**config.mk**
```make
export PLATFORM = sky130hd
export DESIGN_NAME = imem_latency_bridge
export DESIGN_NICKNAME = d
export VERILOG_FILES = /design/src/rtl/imem_latency_bridge_pkg.sv /design/src/rtl/imem_latency_bridge_sat_counter.sv /design/src/rtl/imem_latency_bridge.sv
export SDC_FILE = /design/constraint.sdc
export NUM_CORES = 1
export LEC_CHECK = 0
export ABC_AREA = 0
export CORE_MARGIN = 5
export CORE_UTILIZATION = 40
export CTS_BUF_LIST = sky130_fd_sc_hd__clkbuf_4
export DETAILED_ROUTE_END_ITERATION = 8
export GPL_ROUTABILITY_DRIVEN = 0
export PLACE_DENSITY = 0.81
export SETUP_SLACK_MARGIN = 0.2
export SYNTH_ARGS = -nofsm -noshare
export SYNTH_HDL_FRONTEND = slang
export SYNTH_SLANG_ARGS = --single-unit
```
**constraint.sdc**
```tcl
create_clock -name clk -period 5.5 [get_ports clk]
set_input_delay 1.1 -clock clk [delete_from_list [all_inputs] [get_ports clk]]
set_output_delay 1.1 -clock clk [all_outputs]
set_load 0.01 [all_outputs]
```
**src/rtl/imem_latency_bridge_pkg.sv**
```systemverilog
// Shared definitions for the instruction-memory latency bridge: FSM states and trap opcode.
package imem_bridge_pkg;

  typedef enum logic [1:0] {
    IDLE = 2'd0,
    WAIT = 2'd1,
    RESP = 2'd2,
    HALT = 2'd3
  } state_e;

  localparam logic [31:0] TRAP_EBREAK = 32'h00100073;

endpackage

```
**src/rtl/imem_latency_bridge_sat_counter.sv**
```systemverilog
// Free-running up counter with synchronous clear that sticks at all-ones.
module sat_counter #(
  parameter int W = 64
) (
  input  logic         clk,
  input  logic         rst,
  input  logic         en,
  output logic [W-1:0] q
);

  logic [W-1:0] r_q;

  always_ff @(posedge clk) begin
    if (rst) begin
      r_q <= '0;
    end else if (en && (r_q != '1)) begin
      r_q <= r_q + W'(1);
    end
  end

  assign q = r_q;

endmodule

```
**src/rtl/imem_latency_bridge.sv**
```systemverilog
// Inserts a programmable number of wait cycles between a zero-latency instruction memory
// and a fetching core; halts on the trap instruction and keeps cycle/retire counters.
module imem_latency_bridge
  import imem_bridge_pkg::*;
#(
  parameter int                ADDR_W    = 32,
  parameter int                DATA_W    = 32,
  parameter int                LAT_W     = 4,
  parameter int                CNT_W     = 64,
  parameter logic [DATA_W-1:0] TRAP_INST = DATA_W'(TRAP_EBREAK)
) (
  input  logic              clk,
  input  logic              rst,
  input  logic [ADDR_W-1:0] core_raddr,
  input  logic              core_rdata_ready,
  output logic              core_rdata_valid,
  output logic [DATA_W-1:0] core_rdata_bits,
  output logic              mem_ren,
  output logic [ADDR_W-1:0] mem_raddr,
  input  logic [DATA_W-1:0] mem_rdata,
  input  logic [LAT_W-1:0]  lat_cfg,
  input  logic              inst_comp,
  input  logic [DATA_W-1:0] a0_val,
  output logic              halted,
  output logic [DATA_W-1:0] trap_code,
  output logic [CNT_W-1:0]  cycle_cnt,
  output logic [CNT_W-1:0]  inst_cnt
);

  state_e              r_state;
  state_e              w_next;
  logic [LAT_W-1:0]    r_cnt;
  logic [DATA_W-1:0]   r_word;
  logic [DATA_W-1:0]   r_trap;
  logic                w_accept;
  logic                w_trap_hs;
  logic                w_cyc_en;
  logic                w_inst_en;

  assign w_accept  = (r_state == IDLE) && core_rdata_ready;
  assign w_trap_hs = (r_state == RESP) && core_rdata_ready && (r_word == TRAP_INST);
  assign w_cyc_en  = (r_state != HALT);
  assign w_inst_en = inst_comp && (r_state != HALT);

  always_ff @(posedge clk) begin
    if (rst) begin
      r_state <= IDLE;
    end else begin
      r_state <= w_next;
    end
  end

  always_comb begin
    w_next = r_state;
    unique case (r_state)
      IDLE: if (core_rdata_ready) w_next = (lat_cfg == '0) ? RESP : WAIT;
      WAIT: if (r_cnt == LAT_W'(1)) w_next = RESP;
      RESP: if (core_rdata_ready) w_next = (r_word == TRAP_INST) ? HALT : IDLE;
      HALT: w_next = HALT;
      default: w_next = IDLE;
    endcase
  end

  // Outputs are masked by rst so a reset cycle never shows a fetch or a response.
  always_comb begin
    core_rdata_valid = 1'b0;
    mem_ren          = 1'b0;
    if (!rst) begin
      core_rdata_valid = (r_state == RESP);
      mem_ren          = w_accept;
    end
  end

  assign mem_raddr       = core_raddr;
  assign core_rdata_bits = r_word;
  assign halted          = (r_state == HALT);
  assign trap_code       = r_trap;

  always_ff @(posedge clk) begin
    if (rst) begin
      r_cnt  <= '0;
      r_word <= '0;
      r_trap <= '0;
    end else begin
      if (w_accept) begin
        r_word <= mem_rdata;
        r_cnt  <= lat_cfg;
      end else if (r_state == WAIT) begin
        r_cnt <= r_cnt - LAT_W'(1);
      end
      if (w_trap_hs) begin
        r_trap <= a0_val;
      end
    end
  end

  sat_counter #(.W(CNT_W)) u_cycle_cnt (
    .clk (clk),
    .rst (rst),
    .en  (w_cyc_en),
    .q   (cycle_cnt)
  );

  sat_counter #(.W(CNT_W)) u_inst_cnt (
    .clk (clk),
    .rst (rst),
    .en  (w_inst_en),
    .q   (inst_cnt)
  );

endmodule
```
==> metrics.cfg, run 1 <==
[synthesis]
ys_ff_latch = 198
synth_cell_types = 52
avgSynthCellArea_um2 = 7.95
synthesis.area_um2 = 9520
async_flop_share_pct = 0
syn_inst = 1197
yosysWarnings = 0
syn_nets = 1305
synth-edff-count = 0
synthFlopType = dfxtp_1
ys_seq_area_share_pct = 41.7

[setup_path]
crit_type = input port to primary output
cp-start-kind = input port
r2r_slack_ps = 1930
crit_required_ps = 4400
cp-end-kind = primary output
reg2reg_from = u_inst_cnt.q[41]$_SDFFE_PP0P_
r2r_end = u_inst_cnt.q[47]$_SDFFE_PP0P_
arrival_ps = 2920
critPathMaxFanout = 35
ff2ff_path_depth = 7
crit_start = core_rdata_ready
cp-endpoint = mem_ren

[global_routing]
grt_max_degree = 82
first_global_vias = 8835
grt_overflow_total = 0
antenna_found_initial = 1
track_usage_pct = 20.2
grt_pass1_wl_mm = 44.8

[place]
placed_cell_area_um2 = 12100
numPortBuffers = 266
place_hpwl_mm = 20.4
dp_slack_ps = 1490

[cells_and_area]
area_growth_pct = 30.6
design_area_um2 = 12400
layout-drive-gt1-share_pct = 4.77
nets = 1502

[sta]
worst_slack_ps = 1480
finalSetupTns_ps = 0
period_minus_slack_ps = 4020
fin_hold_ws_ps = 463
slew_headroom_pct = 17.4
finalHoldViolCount = 0
fin_worst_skew_ps = 33.2
max_freq_ghz = 0.249
finalSetupViolations = 0
tightest_slew_ps = 1240
period_share_pct = 73.1
final_max_slew_viol_count = 0
rsz0062_at_grt = false

[pwr]
swShare_pct = 27.3
comb_power_share_pct = 9.6
seqPwrFrac_pct = 58.1
peakVddDrop_mv = 0.163
p_per_area_nw_per_um2 = 207
p_int_uw = 1870
switching_power_uw = 703
power_leakage_uw = 0.00374
p_clk_share_pct = 32.2

[clock_network]
cts-root-buf = clkbuf_4
htree_levels = 4
insertion_delay_ps = 570
numCtsBuffers = 17
post_cts_buffers = 0
clkTransAtPathRegs_ps = 190
holdBufCountCts = 0
post_cts_resized = 0
cts_tree = built
cts_buffer_depth = 2
clock_sink_count = 198

[route]
finalWirelength_mm = 28.2
vias = 9569
drc = 0
drtIter0Drc = 726
dr.pass1.iters = 5
wl_per_cell_um = 16.4
drtAntennaViolNets = 0
via_per_inst = 5.55

[floorplanning]
io-pin-count = 331
rows = 56
die_area_um2 = 27000
dieHeight_um = 164
fp.dieW_um = 164
fp.coreArea_um2 = 23500
initial_core_util_pct = 40.5

[flow_run]
maxCapViolCount = 0

[outcome]
status = complete, no violations

[min_path]
min_path_type = flop to flop

-- synthesized netlist by cell type, drive strengths merged, types with 31 or more instances --
library cell  number  area, µm²
nand2            199        747
dfxtp            198       3960
a21oi            131        656
nor2              98        368
clkbuf            52        195
nand4             47        313
or4               46        345
buf               44        337
o31ai             38        285
o21ai             37        189
or3               37        231
xnor2             37        324
nand3             36        180
nor4              36        238
nor3              31        155
-- routing by layer --
| metal | global-route usage (%) | up-vias | part of all wire [%] |
|---|---|---|---|
| met5 | 0 | - | 0 |
| met4 | 6.71 | 0 | 2.5 |
| met3 | 5.37 | 51 | 7.7 |
| met2 | 34.4 | 341 | 49 |
| met1 | 24.8 | 4528 | 41 |
| li1 | - | 4649 | - |
-- registers in the layout, indices dropped and copies added (netlist names) --
| register | count |
|---|---|
| trap_code | 32 |
| core_rdata_bits | 32 |
| r_state | 2 |
| u_cycle_cnt.q | 64 |
| u_inst_cnt.q | 64 |
| r_cnt | 4 |
-- cells by family after synthesis --
group / after synthesis / synth area share (%)
simple gates: 595 / 31.9
compound gates: 226 / 13.7
flops: 198 / 41.7
buf+inv: 115 / 6.34
xor+xnor: 47 / 4.33
mux: 12 / 1.53
fa+ha+maj: 4 / 0.526
-- layout make-up --
class                   count  area, µm²
clock buffers              17        128
inverters                  19       71.3
diodes                      1       2.50
fillers                  2168      11000
multi-input cells         884       4970
repair buffers            274       2720
clock inverters            13        166
well taps                 319        399
flip-flops and latches    198       3960
-- critical path, cell delays in order --
cell and delay (ps):
clkdlybuf4s50_1 540, nor2b_1 270, nand2b_1 80, buf_4 250, nor2_1 120, clkdlybuf4s50_1 550
-- power by group through the flow --
| stage | clock [µW] | sequential (µW) | combinational, µW |
|---|---|---|---|
| finish | 829 | 1490 | 248 |
| global route | 911 | 1500 | 271 |
| CTS | 855 | 1490 | 249 |
| detailed placement | 0 | 1520 | 247 |
| global placement | 0 | 1520 | 244 |
| floorplan | 0 | 1520 | 143 |
-- placed cells by master (no fill, tap or decap), types with 5 or more instances in the layout --
cell type        Yosys  layout
nand4_1             44      44
nor2b_1             14      13
clkbuf_4             0      17
nor3b_1              6       6
clkdlybuf4s50_1      0     265
nor2_1              98      98
or4_1               46      46
o31ai_1             38      38
mux2_2               8       8
nor3_1              31      31
and2_1              10      10
or3_1               37      37
nor4b_1              8       8
xor2_1              10      10
o21ai_1             10      10
nor4_1              34      33
inv_1               19      19
and4_1               7       7
xnor2_1             37      37
buf_4               32       8
nand3_1             36      36
o21ai_0             26      26
clkinv_4             0       5
nand2_1            199     199
and3_1              10      10
a21oi_1            131     131
dfxtp_1            198     198
-- worst min path at each step --
stage / startpoint / endpoint / cells past startpoint
2_1_floorplan: trap_code[0]$_SDFFE_PP0P_ / trap_code[0]$_SDFFE_PP0P_ / 2
3_3_place_gp: trap_code[28]$_SDFFE_PP0P_ / trap_code[28]$_SDFFE_PP0P_ / 2
3_5_place_dp: trap_code[22]$_SDFFE_PP0P_ / trap_code[22]$_SDFFE_PP0P_ / 2
4_1_cts: trap_code[22]$_SDFFE_PP0P_ / trap_code[22]$_SDFFE_PP0P_ / 2
5_1_grt: trap_code[29]$_SDFFE_PP0P_ / trap_code[29]$_SDFFE_PP0P_ / 2
6_report: trap_code[12]$_SDFFE_PP0P_ / trap_code[12]$_SDFFE_PP0P_ / 2
-- per-stage QoR --
stage / total power, µW / instances / util, %
floorplan: 1670 / 1197 / -
global placement: 1770 / 1694 / 51.7
detailed placement: 1770 / 1694 / 51.7
CTS: 2600 / 1724 / 52.9
global route: 2680 / 1725 / 52.9
finish: 2570 / 1725 / 52.9
Power figures use the tool's default switching activity.
==> run 2: changes to the inputs <==
PLACE_DENSITY = 0.84   (was 0.81)
clock period = 3.5 ns   (was 5.5 ns; I/O delays follow)
==> run 2 against run 1 <==
Effect of this change: clock-buffer cell count unchanged; hold slack worse by 14 ps; global-route usage up 0.099 points; critical path depth down 1; clock skew up 3.7 ps; total power up 54%; worst setup slack worse by 1000 ps; critical endpoint unchanged; largest power group unchanged.
==> metrics.cfg, run 2 (same netlist as run 1, synthesis figures left out) <==
[cells_and_area]
layout-drive-gt1-share_pct = 5.77  ; +1.0 points
final_cells = 1740  ; +0.87%
final_common_cell = clkdlybuf4s50_1
nets = 1516  ; +0.93%
final_cell_mix = clkdlybuf4s50_1, nand2_1, dfxtp_1
final_util_pct = 53.4  ; +0.44 points
area_growth_pct = 31.7

[floorplanning]
fp.coreArea_um2 = 23500  ; unchanged
dieHeight_um = 164  ; unchanged
die_area_um2 = 27000  ; unchanged
rows = 56  ; unchanged
initial_core_util_pct = 40.5  ; unchanged
io-pin-count = 331  ; unchanged
fp.dieW_um = 164  ; unchanged

[outcome]
status = complete, no violations

[sta]
rsz0062_at_grt = false
final_max_slew_viol_count = 0  ; unchanged
fin_worst_skew_ps = 36.9  ; +3.66 ps
tightest_slew_ps = 974  ; -265 ps
fin_hold_ws_ps = 449  ; -14.4 ps
worst_slack_ps = 443  ; -1040 ps
finalSetupViolations = 0  ; unchanged
max_freq_ghz = 0.327
period_minus_slack_ps = 3060
finalSetupTns_ps = 0  ; unchanged
slew_headroom_pct = 34.2  ; +17 points
period_share_pct = 87.3
finalHoldViolCount = 0  ; unchanged

[setup_path]
r2r_slack_ps = 560  ; -1370 ps
critPathMaxFanout = 5  ; -86%
arrival_ps = 2360  ; -560 ps
crit_start = core_rdata_ready
r2r_end = u_inst_cnt.q[47]$_SDFFE_PP0P_
crit_required_ps = 2800  ; -1600 ps
critPathSlowestCell = clkdlybuf4s50_1
cp-start-kind = input port
crit_top_cell = clkdlybuf4s50_1
crit_path_cell_trace = clkdlybuf4s50_1, nor2b_1, nand2b_1, nor2_1, clkdlybuf4s50_1
reg2reg_from = u_inst_cnt.q[34]$_SDFFE_PP0P_
cp-end-kind = primary output
cpPeakStageDelay_ps = 590  ; +40 ps
ff2ff_path_depth = 7  ; unchanged
crit_type = input port to primary output

[min_path]
holdPathEnd = u_cycle_cnt.q[42]$_SDFFE_PP0P_
min_from = rst
worst_hold_path.num_cells = 2  ; unchanged
min_path_type = input port to flop

[global_routing]
grt_max_degree = 128  ; +56%
first_global_vias = 9064  ; +2.6%
grt_pass1_wl_mm = 45.4  ; +1.3%
busiest_layer = met2
track_usage_pct = 20.3  ; +0.099 points
grt.met2_usage_pct = 34.4  ; +0.075 points
use_met3_pct = 5.87  ; +0.50 points
use_met1_pct = 24.8  ; about the same
antenna_found_initial = 1  ; unchanged
grt_overflow_total = 0  ; unchanged

[clock_network]
numCtsBuffers = 17  ; unchanged
post_cts_buffers = 0  ; unchanged
htree_levels = 4  ; unchanged
post_cts_resized = 0  ; unchanged
holdBufCountCts = 0  ; unchanged
cts_buffer_depth = 2  ; unchanged
cts-root-buf = clkbuf_4
clkTransAtPathRegs_ps = 190  ; about the same
cts_tree = built
clock_sink_count = 198  ; unchanged
insertion_delay_ps = 580  ; about the same

[route]
vias = 9601  ; +0.33%
via_per_inst = 5.52  ; -0.53%
dr.pass1.iters = 5  ; unchanged
wl_per_cell_um = 16.3  ; -0.25%
drtAntennaViolNets = 0  ; unchanged
finalWirelength_mm = 28.4  ; +0.62%
drc = 0  ; unchanged
drtIter0Drc = 780  ; +7.4%

[pwr]
power_leakage_uw = 0.00380  ; +1.6%
p_per_area_nw_per_um2 = 316  ; +53%
peakVddDrop_mv = 0.206  ; +26%

[place]
dp_slack_ps = 444  ; -1050 ps
place_hpwl_mm = 20.7  ; +1.2%
numPortBuffers = 266  ; unchanged
dp_cells = 1708  ; +0.83%

[flow_run]
maxCapViolCount = 0  ; unchanged

==> run 2: metal layers <==
layer	wire (µm)	up-vias
met5	0	-
met4	566	0
met3	2190	51
met2	14100	343
met1	11600	4533
li1	-	4674
==> run 2: worst max path at each step <==
stage	cells past startpoint	to
floorplan	8	u_cycle_cnt.q[56]$_SDFFE_PP0P_
global placement	5	mem_ren
global route	5	mem_ren
finish	5	mem_ren
detailed placement	5	mem_ren
CTS	5	mem_ren
==> run 2: metrics by stage <==
| stage | area (µm²) | power [µW] |
|---|---|---|
| after CTS | 12500 | 4000 |
| after floorplan | 9520 | 2620 |
| after global routing | 12500 | 4120 |
| after global placement | 12300 | 2780 |
| after detailed placement | 12300 | 2790 |
| final | 12500 | 3960 |
==> run 2: where the power goes <==
part	leakage, µW	internal, µW	switching (µW)
clock	0.000145	316	892
sequential	0.00160	2300	47.2
combinational	0.00205	197	202
==> run 2: worst max-delay path: cells and delay by family <==
kind	cells	cell delay [ps]
buffers and inverters	2	1120
and+or+nand+nor	3	550
==> run 2: layout make-up <==
cell class	instances	area, µm²
Multi-Input combinational cell	884	4970
Antenna cell	1	2.50
Fill cell	2127	10900
Tap cell	319	399
Timing Repair Buffer	288	2850
Inverter	19	71.3
Clock inverter	14	140
Sequential cell	198	3960
Clock buffer	17	128
==> run 3: changes to the inputs <==
CAP_MARGIN = 40   (was default)
==> results of run 3 <==
Same layout as run 2: the final DEF is identical, and so are final timing and power.
